## config.mk

```make
export PLATFORM = sky130hd
export DESIGN_NAME = hazard_stall_unit
export DESIGN_NICKNAME = d
export VERILOG_FILES = /design/src/rtl/hazard_stall_unit_pkg.sv /design/src/rtl/hazard_stall_unit_stall_counter.sv /design/src/rtl/hazard_stall_unit.sv
export SDC_FILE = /design/constraint.sdc
export NUM_CORES = 1
export LEC_CHECK = 0
export CORE_MARGIN = 5
export CORE_UTILIZATION = 30
export DETAILED_ROUTE_END_ITERATION = 10
export PLACE_DENSITY = 0.53
export SLEW_MARGIN = 20
export SYNTH_ARGS = -nofsm -noshare
export SYNTH_HDL_FRONTEND = slang
export SYNTH_SLANG_ARGS = --single-unit
export TNS_END_PERCENT = 10
```

## constraint.sdc

```tcl
create_clock -name clk -period 2.2 [get_ports clk]
set_input_delay 0.33 -clock clk [delete_from_list [all_inputs] [get_ports clk]]
set_output_delay 0.33 -clock clk [all_outputs]
set_load 0.02 [all_outputs]
```

## src/rtl/hazard_stall_unit_pkg.sv

```systemverilog
`default_nettype none
// ============================================================================
// Module      : hazard_stall_unit_pkg
// Description : Shared pipeline-control definitions: FSM encoding, register
//               specifier width and the pipeline-control bundle layout.
// Revision    : 1.0 - initial release
// ============================================================================
package hazard_stall_unit_pkg;

    localparam int c_REG_ADDR_W = 5;

    localparam int         c_STATE_W     = 2;
    localparam logic [1:0] c_ST_RUN      = 2'd0;
    localparam logic [1:0] c_ST_LOAD_USE = 2'd1;
    localparam logic [1:0] c_ST_MEM_WAIT = 2'd2;

    // Field order is shared with the forwarding logic; keep it stable.
    typedef struct packed {
        logic pcWrite;
        logic ifIdWrite;
        logic ifIdFlush;
        logic idExFlush;
        logic exMemStall;
    } pipeCtrl_t;

    localparam int c_PIPE_CTRL_W = $bits(pipeCtrl_t);

    localparam pipeCtrl_t c_CTRL_IDLE       = '{1'b1, 1'b1, 1'b0, 1'b0, 1'b0};
    localparam pipeCtrl_t c_CTRL_RESET      = '{1'b0, 1'b0, 1'b1, 1'b1, 1'b0};
    localparam pipeCtrl_t c_CTRL_MEM_STALL  = '{1'b0, 1'b0, 1'b0, 1'b0, 1'b1};
    localparam pipeCtrl_t c_CTRL_BRANCH     = '{1'b1, 1'b1, 1'b1, 1'b1, 1'b0};
    localparam pipeCtrl_t c_CTRL_LOAD_STALL = '{1'b0, 1'b0, 1'b0, 1'b1, 1'b0};

endpackage : hazard_stall_unit_pkg
`default_nettype wire

```

## src/rtl/hazard_stall_unit_stall_counter.sv

```systemverilog
`default_nettype none
// ============================================================================
// Module      : stall_counter
// Description : Saturating event counter with enable and synchronous
//               active-low clear.
// Revision    : 1.0 - initial release
// ============================================================================
module stall_counter #(
    parameter int CNT_W = 16
) (
    input  logic             clk,
    input  logic             i_clearN,
    input  logic             i_en,
    output logic [CNT_W-1:0] o_count
);

    logic [CNT_W-1:0] r_count;
    logic             w_atMax;

    assign w_atMax = &r_count;

    always_ff @(posedge clk) begin
        if (!i_clearN) begin
            r_count <= '0;
        end else if (i_en && !w_atMax) begin
            r_count <= r_count + 1'b1;
        end
    end

    assign o_count = r_count;

endmodule : stall_counter
`default_nettype wire

```

## src/rtl/hazard_stall_unit.sv

```systemverilog
`default_nettype none
// ============================================================================
// Module      : hazard_stall_unit
// Description : Pipeline hazard controller for load-use bubbles, data-memory
//               wait states and taken-branch flushes (Mealy outputs).
// Revision    : 1.0 - initial release
// ============================================================================
module hazard_stall_unit
    import hazard_stall_unit_pkg::*;
#(
    parameter int REG_ADDR_W   = c_REG_ADDR_W,
    parameter int LOAD_LATENCY = 1,
    parameter int CNT_W        = 16
) (
    input  logic                  clk,
    input  logic                  resetN,
    input  logic [REG_ADDR_W-1:0] ifIdRs,
    input  logic [REG_ADDR_W-1:0] ifIdRt,
    input  logic                  ifIdUsesRt,
    input  logic [REG_ADDR_W-1:0] idExRt,
    input  logic                  idExMemRead,
    input  logic                  exMemMemRead,
    input  logic                  exMemMemWrite,
    input  logic                  memReady,
    input  logic                  branchTaken,
    output logic                  pcWrite,
    output logic                  ifIdWrite,
    output logic                  ifIdFlush,
    output logic                  idExFlush,
    output logic                  exMemStall,
    output logic [CNT_W-1:0]      stallCount
);

    localparam logic [1:0] c_BUBBLE_INIT = 2'(LOAD_LATENCY - 1);

    logic [c_STATE_W-1:0]  r_state;
    logic                  r_retLoadUse;
    logic [1:0]            r_bubbleCnt;
    logic [REG_ADDR_W-1:0] r_pendRd;

    logic [c_STATE_W-1:0]  w_effState;
    logic                  w_memBusy;
    logic                  w_loadHit;
    logic                  w_pendHit;
    pipeCtrl_t             w_ctrl;

    assign w_memBusy = (exMemMemRead | exMemMemWrite) & ~memReady;

    assign w_loadHit = idExMemRead && (idExRt != '0) &&
                       ((idExRt == ifIdRs) || (ifIdUsesRt && (idExRt == ifIdRt)));

    assign w_pendHit = (r_pendRd != '0) &&
                       ((r_pendRd == ifIdRs) || (ifIdUsesRt && (r_pendRd == ifIdRt)));

    // Once memory is no longer busy, MEM_WAIT behaves as the state it froze.
    always_comb begin
        w_effState = r_state;
        if (r_state == c_ST_MEM_WAIT) begin
            w_effState = r_retLoadUse ? c_ST_LOAD_USE : c_ST_RUN;
        end else if (r_state != c_ST_LOAD_USE) begin
            w_effState = c_ST_RUN;
        end
    end

    always_comb begin
        w_ctrl = c_CTRL_IDLE;
        if (!resetN) begin
            w_ctrl = c_CTRL_RESET;
        end else if (w_memBusy) begin
            w_ctrl = c_CTRL_MEM_STALL;
        end else if (branchTaken) begin
            w_ctrl = c_CTRL_BRANCH;
        end else if ((w_effState == c_ST_RUN) && w_loadHit) begin
            w_ctrl = c_CTRL_LOAD_STALL;
        end else if ((w_effState == c_ST_LOAD_USE) && w_pendHit) begin
            w_ctrl = c_CTRL_LOAD_STALL;
        end
    end

    always_ff @(posedge clk) begin
        if (!resetN) begin
            r_state      <= c_ST_RUN;
            r_retLoadUse <= 1'b0;
            r_bubbleCnt  <= 2'd0;
            r_pendRd     <= '0;
        end else if (w_memBusy) begin
            r_state      <= c_ST_MEM_WAIT;
            r_retLoadUse <= (w_effState == c_ST_LOAD_USE);
        end else if (branchTaken) begin
            r_state      <= c_ST_RUN;
            r_retLoadUse <= 1'b0;
            r_bubbleCnt  <= 2'd0;
            r_pendRd     <= '0;
        end else begin
            r_retLoadUse <= 1'b0;
            if (w_effState == c_ST_LOAD_USE) begin
                if (w_pendHit && (r_bubbleCnt > 2'd1)) begin
                    r_state     <= c_ST_LOAD_USE;
                    r_bubbleCnt <= r_bubbleCnt - 2'd1;
                end else begin
                    // Last bubble served, or the dependent instruction left ID.
                    r_state     <= c_ST_RUN;
                    r_bubbleCnt <= 2'd0;
                    r_pendRd    <= '0;
                end
            end else begin
                r_state <= c_ST_RUN;
                if (w_loadHit) begin
                    r_pendRd <= idExRt;
                    if (LOAD_LATENCY > 1) begin
                        r_bubbleCnt <= c_BUBBLE_INIT;
                        r_state     <= c_ST_LOAD_USE;
                    end
                end
            end
        end
    end

    stall_counter #(
        .CNT_W (CNT_W)
    ) u_stallCounter (
        .clk      (clk),
        .i_clearN (resetN),
        .i_en     (~w_ctrl.pcWrite),
        .o_count  (stallCount)
    );

    assign pcWrite    = w_ctrl.pcWrite;
    assign ifIdWrite  = w_ctrl.ifIdWrite;
    assign ifIdFlush  = w_ctrl.ifIdFlush;
    assign idExFlush  = w_ctrl.idExFlush;
    assign exMemStall = w_ctrl.exMemStall;

endmodule : hazard_stall_unit
`default_nettype wire

```

==> results.ini <==
[placement]
gp_congestion=0.727
portBuffers=43
dpl_cell_area_sq_um=2300
dp.cells=322
dp_hpwl_mm=3.19

[power]
powerDensity_nw_per_um2=437
clkPwrFrac_pct=35.4
power_frac_seq_pct=43.1
power.leakage_nw=1.16
swShare_pct=23.7
switchingPower_w=0.000264
combPwrFrac_pct=21.4
intPower_w=0.000851
peakVddDrop_mv=0.361

[sta]
relSlewSlack_pct=66.8
fin_hold_ws_ns=0.466
postLayoutSetupSlackWorst_ns=-0.158
skew_ns=0.00789
final_hold_viol_count=0
rsz0062_at_grt=yes
finalCritPeriodShare_pct=107
min_period_ns=2.36
worst_pin_slew_ns=0.491
fmax_mhz=424
final_max_slew_viol_count=0
finalSetupViolCount=13

[run]
drv_cap=0

[synth]
ys_ff_latch=26
yosys-top-cells-area=dfxtp_1, mux2i_1, xnor2_1, nand2_1, xor2_1
synth_edf_count=0
synth_area_per_cell_sq_um=8.50
synthDistinctLibCells=40
syn_nets=207
yosys_warnings=0
post_synth_instance_area_sq_um=1550
async_reset_ff_share_pct=0
synthFlopType=dfxtp_1
synth_largest_area_cell=dfxtp_1
netlist_instances=182
synth-seq-area-share_pct=33.6
synth_top_area_share_pct=33.6

[global_route]
met1_usage_pct=16.5
grt_max_degree=22
grt_pass1_wl_mm=6.60
top_usage_layer=met2
use_met2_pct=19.6
gr-total-overflow=0
antenna_found_initial=0
grtUsageTotal_pct=12.4
grt_pass1_vias=1486
grt_use_met3_pct=2.85

[floorplanning]
start_util_pct=30.5
rows=26
die-area_sq_um=6700
die_width_microns=81.8
io-pin-count=44
coreArea_sq_um=5070
die_h_microns=81.8

[setup_path]
cp_common_cell=buf_4
cpPeakStageDelay_ns=0.49
worstPathRequired_ns=2.38
cp_top_family=buffers and inverters
critPathCaptureType=flop
worstRegToRegCells=9
worstPathArrival_ns=2.53
cp_num_buf_inv=5
cp-start-kind=input pin
crit_chain=clkdlybuf4s50_1 > buf_4 > xnor2_1 > nand3_1 > o22ai_2 > buf_4 > nand3b_1 > buf_4 > a22oi_2 > clkbuf_16 > mux2i_1 > nor2_1
criticalPathCategory=in -> reg
crit_slowest_cell=clkdlybuf4s50_1
cp_num_cells=12
crit_fanout=6

[route]
wirelength_mm=4.30
wire_per_inst_microns=12.9
vias=1569
first_iter_violations=60
dr.pass1.iters=4
route.detailed.drc=0
via_per_inst=4.70
drtAntennaViolNets=0

[finish]
fin_nets=289
fillers=514
final-seq-area_sq_um=528
area_growth_pct=64.9
multi_input_area_sq_um=1070
finalNonFillerCells=334
fin_area_sq_um=2550
drive_above_1_share_pct=29.7

[clocking]
cts_tree=built
cts_sinks=26
clock_latency_ns=0.27
htreeDepth=1
cts_buffer_depth=2
cts_buffers=3
clk_pin_slew_worst_paths_ns=0.09
clk_root_buffer_cell=clkbuf_8

[run_status]
status=finished with violations
violations=negative setup slack

[hold_path]
hold_path.class=in -> reg
hold_depth=3

[power by group through the flow]
stage / clock network, W / logic [W] / registers, W
6_report: 0.000395 / 0.000239 / 0.000480
5_1_grt: 0.000429 / 0.000257 / 0.000482
4_1_cts: 0.000408 / 0.000221 / 0.000482
3_5_place_dp: 0 / 0.000218 / 0.000492
3_3_place_gp: 0 / 0.000219 / 0.000493
2_1_floorplan: 0 / 0.0000907 / 0.000497
[worst paths after layout]
kind                        startpoint                        end  slack (ns)
max reg2reg                r_pendRd[1]  u_stallCounter.o_count[1]       -0.12
min reg2reg  u_stallCounter.o_count[9]  u_stallCounter.o_count[9]        0.49
max                          idExRt[1]  u_stallCounter.o_count[1]       -0.16
min                          idExRt[4]                r_pendRd[4]        0.47
[worst min-delay path, stage by stage]
cell and delay, ns:
dlymetal6s2s_1 0.13, buf_4 0.14, a22o_1 0.11
[cells in the mapped netlist, drive strengths merged, types with 5 or more instances]
| library cell | count |
|---|---|
| inv | 5 |
| nand2 | 22 |
| and3 | 7 |
| xor2 | 9 |
| a22o | 5 |
| mux2i | 12 |
| xnor2 | 12 |
| nand3 | 6 |
| nand2b | 11 |
| nand4 | 9 |
| dfxtp | 26 |
| nor2 | 16 |
[routing by layer]
metal / up-vias / share of wire [%] / routed length, microns
met5: - / 0 / 0
met4: 0 / 1.5 / 63
met3: 6 / 7.4 / 318
met2: 49 / 44 / 1890
met1: 709 / 47 / 2020
li1: 805 / - / -
[registers in the layout (all words and copies together) (netlist names)]
register / flops
r_pendRd: 5
u_stallCounter.o_count: 16
r_bubbleCnt: 2
r_state: 2
r_retLoadUse: 1
[cell type report]
| class | count | share of cell area [%] |
|---|---|---|
| timing repair buffer | 84 | 30.2 |
| clock buffer | 3 | 1.62 |
| clock inverter | 1 | 1.18 |
| antenna | 1 | 0.0980 |
| inverter | 5 | 0.735 |
| tap | 70 | 3.43 |
| sequential | 26 | 20.7 |
| multi-input combinational | 144 | 42.1 |
[repair_timing]
action	in CTS	in global routing
setup endpoints to repair	26	21
cloned	0	1
pin swaps	9	10
resized for setup	36	18
buffers inserted	1	5
hold buffers	0	0
[kinds of logic after synthesis]
family | synth area share [%]
adder cells (fa/ha/maj) | 1.62
XOR/XNOR | 11.9
multiplexers | 7.76
AO/OA/AOI/OAI | 12.4
flip-flops | 33.6
buffers and inverters | 3.64
AND/OR/NAND/NOR | 29.0
[per-stage QoR]
step | total power, W | TNS (ns) | util, % | worst slack, ns
after global routing | 0.00117 | -3.01 | 50.2 | -0.266
final | 0.00111 | -1.63 | 50.3 | -0.158
after CTS | 0.00111 | -1.62 | 47.6 | -0.157
after global placement | 0.000711 | -11.57 | 45.4 | -0.708
after floorplan | 0.000587 | 0 | - | 0.0287
after detailed placement | 0.000711 | -11.90 | 45.4 | -0.731
[cell usage in the layout, fill, tap and decap left out, types with 2 or more instances in the layout]
| cell | count |
|---|---|
| buf_4 | 39 |
| clkdlybuf4s50_1 | 32 |
| dlygate4sd2_1 | 5 |
| nand2b_1 | 11 |
| a31o_2 | 2 |
| buf_6 | 3 |
| xnor2_1 | 10 |
| a21oi_2 | 2 |
| nand2_1 | 21 |
| dfxtp_2 | 3 |
| xor2_2 | 2 |
| o21ai_0 | 2 |
| or4_4 | 2 |
| nor3_2 | 2 |
| mux2i_1 | 12 |
| xnor2_2 | 2 |
| o21a_1 | 2 |
| nor2_4 | 2 |
| dfxtp_1 | 22 |
| nand3b_1 | 3 |
| nor2_1 | 13 |
| dlymetal6s2s_1 | 2 |
| xor2_1 | 7 |
| ha_1 | 2 |
| and2_1 | 2 |
| nand3_1 | 5 |
| inv_1 | 5 |
| nand4_1 | 8 |
| clkbuf_8 | 3 |
| and3_1 | 6 |
| a22o_1 | 5 |
No activity file was read; power rests on OpenSTA's default activity.
